### src/rtl/transport_pkg.sv
// ============================================================================
// Module   : transport_pkg
// Brief    : Shared FSM state type, header packing and channel-index sizing
//            for the transport transmit multiplexer.
// Config   : TRANSPORT_CHKSUM_EN adds the checksum state.
// Revision : 1.0 - initial release
// ============================================================================
`default_nettype none

package transport_pkg;

`ifdef TRANSPORT_CHKSUM_EN
   typedef enum logic [1:0] {
      ST_IDLE    = 2'd0,
      ST_HDR     = 2'd1,
      ST_PAYLOAD = 2'd2,
      ST_CHK     = 2'd3
   } state_t;
`else
   typedef enum logic [1:0] {
      ST_IDLE    = 2'd0,
      ST_HDR     = 2'd1,
      ST_PAYLOAD = 2'd2
   } state_t;
`endif

   localparam int HDR_MAX_W = 64;

   // Width of a channel index; a single channel still needs one bit.
   function automatic int ch_idx_w(input int ch);
      return (ch > 1) ? $clog2(ch) : 1;
   endfunction

   function automatic logic [HDR_MAX_W-1:0] pack_header(
      input logic [HDR_MAX_W-1:0] dest,
      input logic [HDR_MAX_W-1:0] chan,
      input int                   low_w
   );
      return (dest << low_w) | chan;
   endfunction

endpackage

`default_nettype wire

### src/rtl/transport_fifo.sv
// ============================================================================
// Module   : transport_fifo
// Brief    : Synchronous first-word-fall-through FIFO with occupancy count.
// Revision : 1.0 - initial release
// ============================================================================
`default_nettype none

module transport_fifo #(
   parameter int DW    = 16,
   parameter int DEPTH = 16
) (
   input  logic                   clk,
   input  logic                   reset,
   input  logic                   push,
   input  logic [DW-1:0]          wdata,
   input  logic                   pop,
   output logic [DW-1:0]          rdata,
   output logic [$clog2(DEPTH):0] count
);
   localparam int AW = $clog2(DEPTH);

   logic [DW-1:0] mem [DEPTH];
   logic [AW-1:0] wr_ptr;
   logic [AW-1:0] rd_ptr;

   always_ff @(posedge clk) begin
      if (push) begin
         mem[wr_ptr] <= wdata;
      end
   end

   always_ff @(posedge clk) begin
      if (reset) begin
         wr_ptr <= '0;
         rd_ptr <= '0;
         count  <= '0;
      end else begin
         if (push) begin
            wr_ptr <= wr_ptr + AW'(1);
         end
         if (pop) begin
            rd_ptr <= rd_ptr + AW'(1);
         end
         case ({push, pop})
            2'b10:   count <= count + (AW+1)'(1);
            2'b01:   count <= count - (AW+1)'(1);
            default: count <= count;
         endcase
      end
   end

   assign rdata = mem[rd_ptr];

endmodule

`default_nettype wire

### src/rtl/transport_tx_mux.sv
// ============================================================================
// Module   : transport_tx_mux
// Brief    : Per-channel FIFOs merged round-robin into one packetised link
//            (header, PKT_LEN payload words, optional XOR checksum word).
// Config   : define TRANSPORT_CHKSUM_EN to append the checksum word.
// Revision : 1.0 - initial release
// ============================================================================
`default_nettype none

module transport_tx_mux
   import transport_pkg::*;
#(
   parameter int DW      = 16,
   parameter int CH      = 2,
   parameter int DEPTH   = 16,
   parameter int PKT_LEN = 8,
   parameter int PHONE_W = 8
) (
   input  logic                  clk,
   input  logic                  reset,
   input  logic [CH-1:0]         chan_en,
   input  logic [CH*PHONE_W-1:0] dest_num,
   input  logic [CH*DW-1:0]      in_data,
   input  logic [CH-1:0]         in_valid,
   output logic [CH-1:0]         in_ready,
   output logic [DW-1:0]         out_data,
   output logic                  out_valid,
   input  logic                  out_ready,
   output logic                  out_sop,
   output logic                  out_eop,
   output logic [CH-1:0]         overflow,
   output logic                  busy
);
   localparam int CIW = ch_idx_w(CH);
   localparam int CW  = $clog2(DEPTH) + 1;

   if (DW < PHONE_W + CIW) begin : g_bad_cfg
      $error("transport_tx_mux: DW too narrow for phone number plus channel index");
   end

   logic [CW-1:0]      count [CH];
   logic [DW-1:0]      rdata [CH];
   logic [CH-1:0]      push;
   logic [CH-1:0]      pop;
   logic [CH-1:0]      eligible;
   logic               any_eligible;
   logic [CIW-1:0]     next_grant;
   logic [CIW-1:0]     grant;
   logic [CIW-1:0]     rr;
   logic [CW-1:0]      words;
   logic [PHONE_W-1:0] dest_sel;
   logic [DW-1:0]      hdr_word;
   logic               handshake;
   logic               last_payload;
   logic               load_word;
   int                 idx;
   state_t             state;
`ifdef TRANSPORT_CHKSUM_EN
   logic [DW-1:0]      chk;
`endif

   for (genvar k = 0; k < CH; k++) begin : g_chan
      assign in_ready[k] = (count[k] != CW'(DEPTH));
      assign push[k]     = in_valid[k] & in_ready[k];
      assign eligible[k] = chan_en[k] & (count[k] >= CW'(PKT_LEN));
      assign pop[k]      = load_word & (grant == CIW'(k));

      transport_fifo #(
         .DW    (DW),
         .DEPTH (DEPTH)
      ) u_fifo (
         .clk   (clk),
         .reset (reset),
         .push  (push[k]),
         .wdata (in_data[k*DW +: DW]),
         .pop   (pop[k]),
         .rdata (rdata[k]),
         .count (count[k])
      );

      always_ff @(posedge clk) begin
         if (reset) begin
            overflow[k] <= 1'b0;
         end else if (in_valid[k] & !in_ready[k]) begin
            overflow[k] <= 1'b1;
         end
      end
   end

   // Scan downward so the channel closest after rr wins.
   always_comb begin
      any_eligible = 1'b0;
      next_grant   = '0;
      idx          = 0;
      for (int i = CH - 1; i >= 0; i--) begin
         idx = int'(rr) + i;
         if (idx >= CH) begin
            idx = idx - CH;
         end
         if (eligible[idx[CIW-1:0]]) begin
            any_eligible = 1'b1;
            next_grant   = idx[CIW-1:0];
         end
      end
   end

   assign dest_sel     = dest_num[int'(next_grant)*PHONE_W +: PHONE_W];
   assign hdr_word     = DW'(pack_header(HDR_MAX_W'(dest_sel), HDR_MAX_W'(next_grant), DW - PHONE_W));
   assign handshake    = out_valid & out_ready;
   assign last_payload = (words == CW'(PKT_LEN));
   // A payload word leaves its FIFO when it is loaded into the output register.
   assign load_word    = handshake & ((state == ST_HDR) | ((state == ST_PAYLOAD) & !last_payload));
   assign busy         = (state != ST_IDLE);

   always_ff @(posedge clk) begin
      if (reset) begin
         state     <= ST_IDLE;
         grant     <= '0;
         rr        <= '0;
         words     <= '0;
         out_valid <= 1'b0;
         out_sop   <= 1'b0;
         out_eop   <= 1'b0;
         out_data  <= '0;
`ifdef TRANSPORT_CHKSUM_EN
         chk       <= '0;
`endif
      end else begin
         case (state)
            ST_IDLE: begin
               if (any_eligible) begin
                  state     <= ST_HDR;
                  grant     <= next_grant;
                  rr        <= (int'(next_grant) == CH - 1) ? '0 : next_grant + CIW'(1);
                  words     <= '0;
                  out_valid <= 1'b1;
                  out_sop   <= 1'b1;
                  out_eop   <= 1'b0;
                  out_data  <= hdr_word;
               end
            end
            ST_HDR: begin
               if (handshake) begin
                  state    <= ST_PAYLOAD;
                  words    <= CW'(1);
                  out_sop  <= 1'b0;
                  out_data <= rdata[grant];
`ifdef TRANSPORT_CHKSUM_EN
                  chk      <= out_data;
                  out_eop  <= 1'b0;
`else
                  out_eop  <= (PKT_LEN == 1);
`endif
               end
            end
            ST_PAYLOAD: begin
               if (handshake) begin
                  if (last_payload) begin
`ifdef TRANSPORT_CHKSUM_EN
                     state     <= ST_CHK;
                     out_data  <= chk ^ out_data;
                     out_eop   <= 1'b1;
`else
                     state     <= ST_IDLE;
                     out_valid <= 1'b0;
                     out_eop   <= 1'b0;
`endif
                  end else begin
                     words    <= words + CW'(1);
                     out_data <= rdata[grant];
`ifdef TRANSPORT_CHKSUM_EN
                     chk      <= chk ^ out_data;
`else
                     out_eop  <= (words == CW'(PKT_LEN - 1));
`endif
                  end
               end
            end
`ifdef TRANSPORT_CHKSUM_EN
            ST_CHK: begin
               if (handshake) begin
                  state     <= ST_IDLE;
                  out_valid <= 1'b0;
                  out_eop   <= 1'b0;
               end
            end
`endif
            default: state <= ST_IDLE;
         endcase
      end
   end

endmodule

`default_nettype wire
### config.mk
export PLATFORM = sky130hd
export DESIGN_NAME = transport_tx_mux
export DESIGN_NICKNAME = d
export VERILOG_FILES = /design/src/rtl/transport_pkg.sv /design/src/rtl/transport_fifo.sv /design/src/rtl/transport_tx_mux.sv
export SDC_FILE = /design/constraint.sdc
export NUM_CORES = 1
export LEC_CHECK = 0
export ABC_AREA = 1
export CORE_UTILIZATION = 55
export DETAILED_ROUTE_END_ITERATION = 10
export PLACE_DENSITY_LB_ADDON = 0.25
export SLEW_MARGIN = 10
export SYNTH_ARGS = -nofsm -noshare
export SYNTH_HDL_FRONTEND = slang
export SYNTH_SLANG_ARGS = --single-unit
### constraint.sdc
create_clock -name clk -period 3.2 [get_ports clk]
set_input_delay 0.96 -clock clk [delete_from_list [all_inputs] [get_ports clk]]
set_output_delay 0.96 -clock clk [all_outputs]
set_load 0.05 [all_outputs]
After elaboration in Yosys (flattened, before gate mapping). Memory sizes are Yosys's and may differ from the RTL's. A register that Yosys moved wholly into a read port is not among the register bits. Cells that the tools add are included.

$add $sub $neg: 13. Multipliers: 0. Div/mod/pow operators: 0. $lt $le $gt $ge: 7. Eq/ne operators: 15. Shift-type cells: 1. Muxes and demuxes: 49. Bitwise gates (word level): 15. Reductions and logical operators: 16.

Operator list (count): $mux W16 (7); $pmux W16 S3 (1); $mux W1 (22); $mux W5 (4); $pmux W5 S2 (2); $add A4 B1 Y4 const B (4); $mux W4 (4); $or A16 B1 Y16 (1); $shiftx A16 B5 Y8 (1); $add A5 B1 Y5 const B (3); $pmux W5 S3 (1); $reduce_and A4 Y1 (3); $and A1 B1 Y1 (11); $ge A5 B4 Y1 const B (2); $ne A2 B2 Y1 const B (5); $ne A5 B5 Y1 const B (2); $reduce_bool A2 Y1 (5); $sub A5 B1 Y5 const B (2); $mux W2 (4); $eq A2 B1 Y1 const B (3); $eq A2 B2 Y1 const B (3); $pmux W2 S3 (1); $eq A5 B3 Y1 const B (1); $eq A5 B4 Y1 const B (1); 17 further kinds (23).

Register bits after elaboration: 56. Latch bits: 0. RAM bits: 512. Bits in read-only memories: 0. Bits of input ports: 55. Output and inout bits: 24. Word-level logic and storage cells: 134. Memories kept: 2.

Memories: g_chan[0].u_fifo.mem (depth 16, bits a word 16, rd ports 1, clocked after Yosys merged registers in 1, wr ports 1, line transport_fifo.sv:22) `logic [DW-1:0] mem [DEPTH];`; g_chan[1].u_fifo.mem (depth 16, bits a word 16, rd ports 1, clocked after Yosys merged registers in 1, wr ports 1, line transport_fifo.sv:22).

Longest topological paths before layout.
Word-level depth: 11. Gate-level depth with buffers: 17. Gate-level depth less buffers: 17.

By module. Synthesis repeated with hierarchy kept, for this count alone.

Cells, all modules: 2209. Area, all modules: 24682.4 um2.

By module, submodules not included: transport_fifo at g_chan[0].u_fifo (instances 1, cells an instance 936, area each 11345.9 um2, sequential area each 8027.7 um2); transport_fifo at g_chan[1].u_fifo (instances 1, cells an instance 936, area each 11344.6 um2, sequential area each 8027.7 um2); transport_tx_mux (instances 1, cells an instance 337, area each 1991.9 um2, sequential area each 600.6 um2).

Worst setup path before layout. OpenSTA, ideal clock, no wires.

Path kind: input port to flip-flop. From: in out_ready. To: reg g_chan[0].u_fifo.count[4]. Library setup time: 122 ps. Data arrival time: 2607 ps. Required time: 3078 ps. Path slack: 471 ps. Stages: 14. Buffers on the path: 0. Cell sequence: nand2_1 > inv_1 > nand3_1 > inv_1 > ha_1 > xor2_1 > ha_1 > inv_1 > nand2_1 > nand3_1 > a21oi_1 > o21ai_0 > o21ai_0 > a21oi_1.

Cells in the longest elaborated chain, start to end: 5. Elaborated cells on any way between the ends: 7. Those cells by class: eq/ne: 2; mux: 1; bitwise: 3; reduce/logical: 1.

RTL lines: start, declared (line transport_tx_mux.sv:28) `input logic out_ready,`; $and A1 B1 Y1 (*) (line transport_tx_mux.sv:109) `assign handshake = out_valid & out_ready;`; $and A1 B1 Y1 (*) (line transport_tx_mux.sv:112) `assign load_word = handshake & ((state == ST_HDR) | ((state == ST_PAYLOAD) & !last_payload));`; $and A1 B1 Y1 (*) (line transport_tx_mux.sv:66) `assign pop[k] = load_word & (grant == CIW'(k));`; $eq A2 B1 Y1 or $eq A2 B2 Y1 (tied branches) (line transport_fifo.sv:44) `case ({push, pop})`; $pmux W5 S2 or $reduce_bool A2 Y1 (tied branches); end signal, assigned (line transport_fifo.sv:45) `2'b10: count <= count + (AW+1)'(1);`; end signal, assigned (line transport_fifo.sv:46) `2'b01: count <= count - (AW+1)'(1);`; end signal, assigned (line transport_fifo.sv:47) `default: count <= count;`; end, declared (line transport_fifo.sv:18) `output logic [$clog2(DEPTH):0] count`.

Every way passes the cells marked *; elsewhere a longest branch is shown, timed or not. A chain may end at the register's enable or synchronous reset.

Final worst setup path.
From: reg g_chan[0].u_fifo.count[3]. To: out in_ready[0].

Cells in the longest elaborated chain, start to end: 1.

RTL lines: $ne A5 B5 Y1 (line transport_tx_mux.sv:63) `assign in_ready[k] = (count[k] != CW'(DEPTH));`; end, declared (line transport_tx_mux.sv:25) `output logic [CH-1:0] in_ready,`.

No other way between the ends.

==> flow_metrics.tcl <==
set metrics [dict create \
    status "finished, final reports clean" \
    syn_area_per_cell_sq_um 11.59 \
    tns_ns 0 \
    io_buffers 78 \
    synth.distinct_cells 34 \
    cp-end-kind "output pin" \
    maxSlewViolCount 0 \
    ir_worst_vdd_mv 0.5071 \
    gr-total-overflow 0 \
    dr_total_vias 16060 \
    seq_area_frac_synth_pct 70.07 \
    routabilityCongestion 0.8750 \
    ys_warn_count 0 \
    fin_crit_ns 3.033 \
    viasPerCell 5.790 \
    coreArea_sq_um 42320 \
    route.detailed.drc 0 \
    p_per_area_nw_per_um2 609.4 \
    drt-initial-drc-count 1454 \
    io_pins 79 \
    crit_start "g_chan[0].u_fifo.count[3]" \
    antenna_found_initial 4 \
    grt_pass1_wl_um 88710 \
    rsz0062_at_grt "no" \
    reg2regPathDepth 16 \
    syn_inst 2051 \
    max-slew-margin-rel_pct 43.79 \
    die_h_um 209.9 \
    cts_sinks 576 \
    synth_area_leaders "edfxtp_1, dfxtp_1, nand3_1, nand2_1, nor2_1" \
    crit_fanout 3 \
    cts_tree "yes" \
    layout-drive-gt1-share_pct 9.439 \
    num-nets-final 2227 \
    synth_top_area_cell "edfxtp_1" \
    wirelength_um 58300 \
    fin_crit_sh_pct 94.79 \
    max_cap_violations 0 \
    endpoint "in_ready[0]" \
    clkTransAtPathRegs_ns 0.06 \
    finalSetupViolCount 0 \
    reg2reg_from "state[0]" \
    synth-seq-cells 576 \
    root_buffer "clkbuf_16" \
    mostFrequentLayoutCells "edfxtp_1, nand2_1, nand3_1, nor2_1, o21ai_0" \
    grt_util_all_layers_pct 26.87 \
    hold_viol 0 \
    cts.path.max_buffers 3 \
    hpwl_um 33370 \
    timing.fmax_mhz 329.7 \
    arrival_ns 2.07 \
    grt_pass1_vias 15590 \
    postRouteAntennaNets 0 \
    worstSetupPathType "reg -> out" \
    grt_max_degree 163 \
    power.leakage_uw 0.009540 \
    hold_ws_ns 0.4725 \
    die_w_um 209.9 \
    tightest_slew_ns 0.8423 \
    post_drt_wl_per_cell_um 21.02 \
    core.rowCount 75 \
    ff2ff_setup_slack_ns 0.58 \
    numCtsBuffers 57 \
    ctsHoldBuffers 0 \
    start_util_pct 56.16 \
    syn-num-nets 2130 \
    die_area_sq_um 44050 \
    critPathRequiredTime_ns 2.24 \
    layout_commonest_cell "edfxtp_1" \
    cts_max_level 2 \
    hold_path_class "reg -> reg" \
    finClkSkew_ns 0.03197 \
    reg2reg_to "g_chan[1].u_fifo.count[4]" \
    yosysTopAreaCellShare_pct 64.68 \
    syn-cell-area_sq_um 23770 \
    insertion_delay_ns 0.63 \
    first_pass_iters 8 \
    syn_to_final_growth_pct 15.12 \
    cp-start-kind "flip-flop" \
]
[critical path, cell delays in order, from the launching register on]
cell and delay [ns]:
dfxtp_1 0.39, inv_1 0.10, nand4_1 0.15, clkdlybuf4s50_1 0.83
[Yosys cell counts, drive strengths merged]
library cell	count
a211oi	3
a21o	1
a21oi	62
a22oi	1
a31oi	5
buf	72
clkbuf	43
clkinv	3
dfxtp	64
edfxtp	512
ha	24
inv	116
nand2	318
nand3	255
nand4	6
nor2	272
nor3	7
nor3b	2
o211ai	93
o21a	5
o21ai	175
xnor2	1
xor2	11
[sequential cells by signal, indices dropped and copies added, names as in the netlist, 2 cells and up, named ones only]
register              cells
g_chan.u_fifo.count      10
g_chan.u_fifo.mem       512
g_chan.u_fifo.rd_ptr      8
g_chan.u_fifo.wr_ptr      8
out_data                 16
overflow                  2
state                     2
words                     5
[power breakdown]
group	total (uW)	internal (uW)	switching, uW
clock	6570	3750	2820
sequential	8480	8370	114
combinational	1630	487	1140
[through the flow]
stage                     power [uW]  cell area (sq um)  worst slack, ns  instances  util, %
after detailed placement       10250              25520          0.03529       2666    60.30
after global placement         10210              25520          0.08275       2666    60.30
after global routing           17170              27360          0.05124       2770    64.64
after floorplan                 9598              23770           0.4709       2051        -
final                          16680              27360           0.1666       2773    64.66
after CTS                      16740              27360           0.1344       2770    64.64
[repair_timing]
action,CTS,global route
endpoints found under the setup margin,1,0
setup buffers,0,0
gates resized for setup,1,0
[routing by layer]
| metal | GRT usage, % | wire (um) | vias to the layer above |
|---|---|---|---|
| li1 | - | - | 7451 |
| met1 | 35.52 | 23180 | 7783 |
| met2 | 42.74 | 27440 | 691 |
| met3 | 6.644 | 5490 | 129 |
| met4 | 11.10 | 2173 | 2 |
| met5 | 0 | 14 | - |
[final cells by class]
class / count / area (sq um)
antenna: 3 / 7.507
clock buffer: 70 / 1505
clock inverter: 34 / 334.1
fill: 3107 / 14960
inverter: 119 / 449.2
multi-input combinational: 1241 / 6087
sequential: 576 / 16670
tap: 577 / 721.9
timing repair buffer: 153 / 1593
[worst min path at each step]
stage	slack, ns	cells after the start	to	startpoint
2_1_floorplan	0.45	2	g_chan[0].u_fifo.count[4]	g_chan[0].u_fifo.count[4]
3_3_place_gp	0.45	2	overflow[1]	overflow[1]
3_5_place_dp	0.47	2	overflow[0]	overflow[0]
4_1_cts	0.48	2	overflow[0]	overflow[0]
5_1_grt	0.50	2	overflow[0]	overflow[0]
6_report	0.47	2	overflow[0]	overflow[0]
[cells by family (layout without fill, tap and decap cells)]
| family | Yosys count | count (layout) | synth area share (%) |
|---|---|---|---|
| simple gates | 860 | 860 | 15.15 |
| buf+inv | 234 | 376 | 4.653 |
| other cells | 0 | 3 | 0 |
| fa+ha+maj | 24 | 24 | 1.263 |
| flops | 576 | 576 | 70.07 |
| compound gates | 345 | 345 | 8.417 |
| xor+xnor | 12 | 12 | 0.4422 |
No activity file was read; power rests on OpenSTA's default activity.
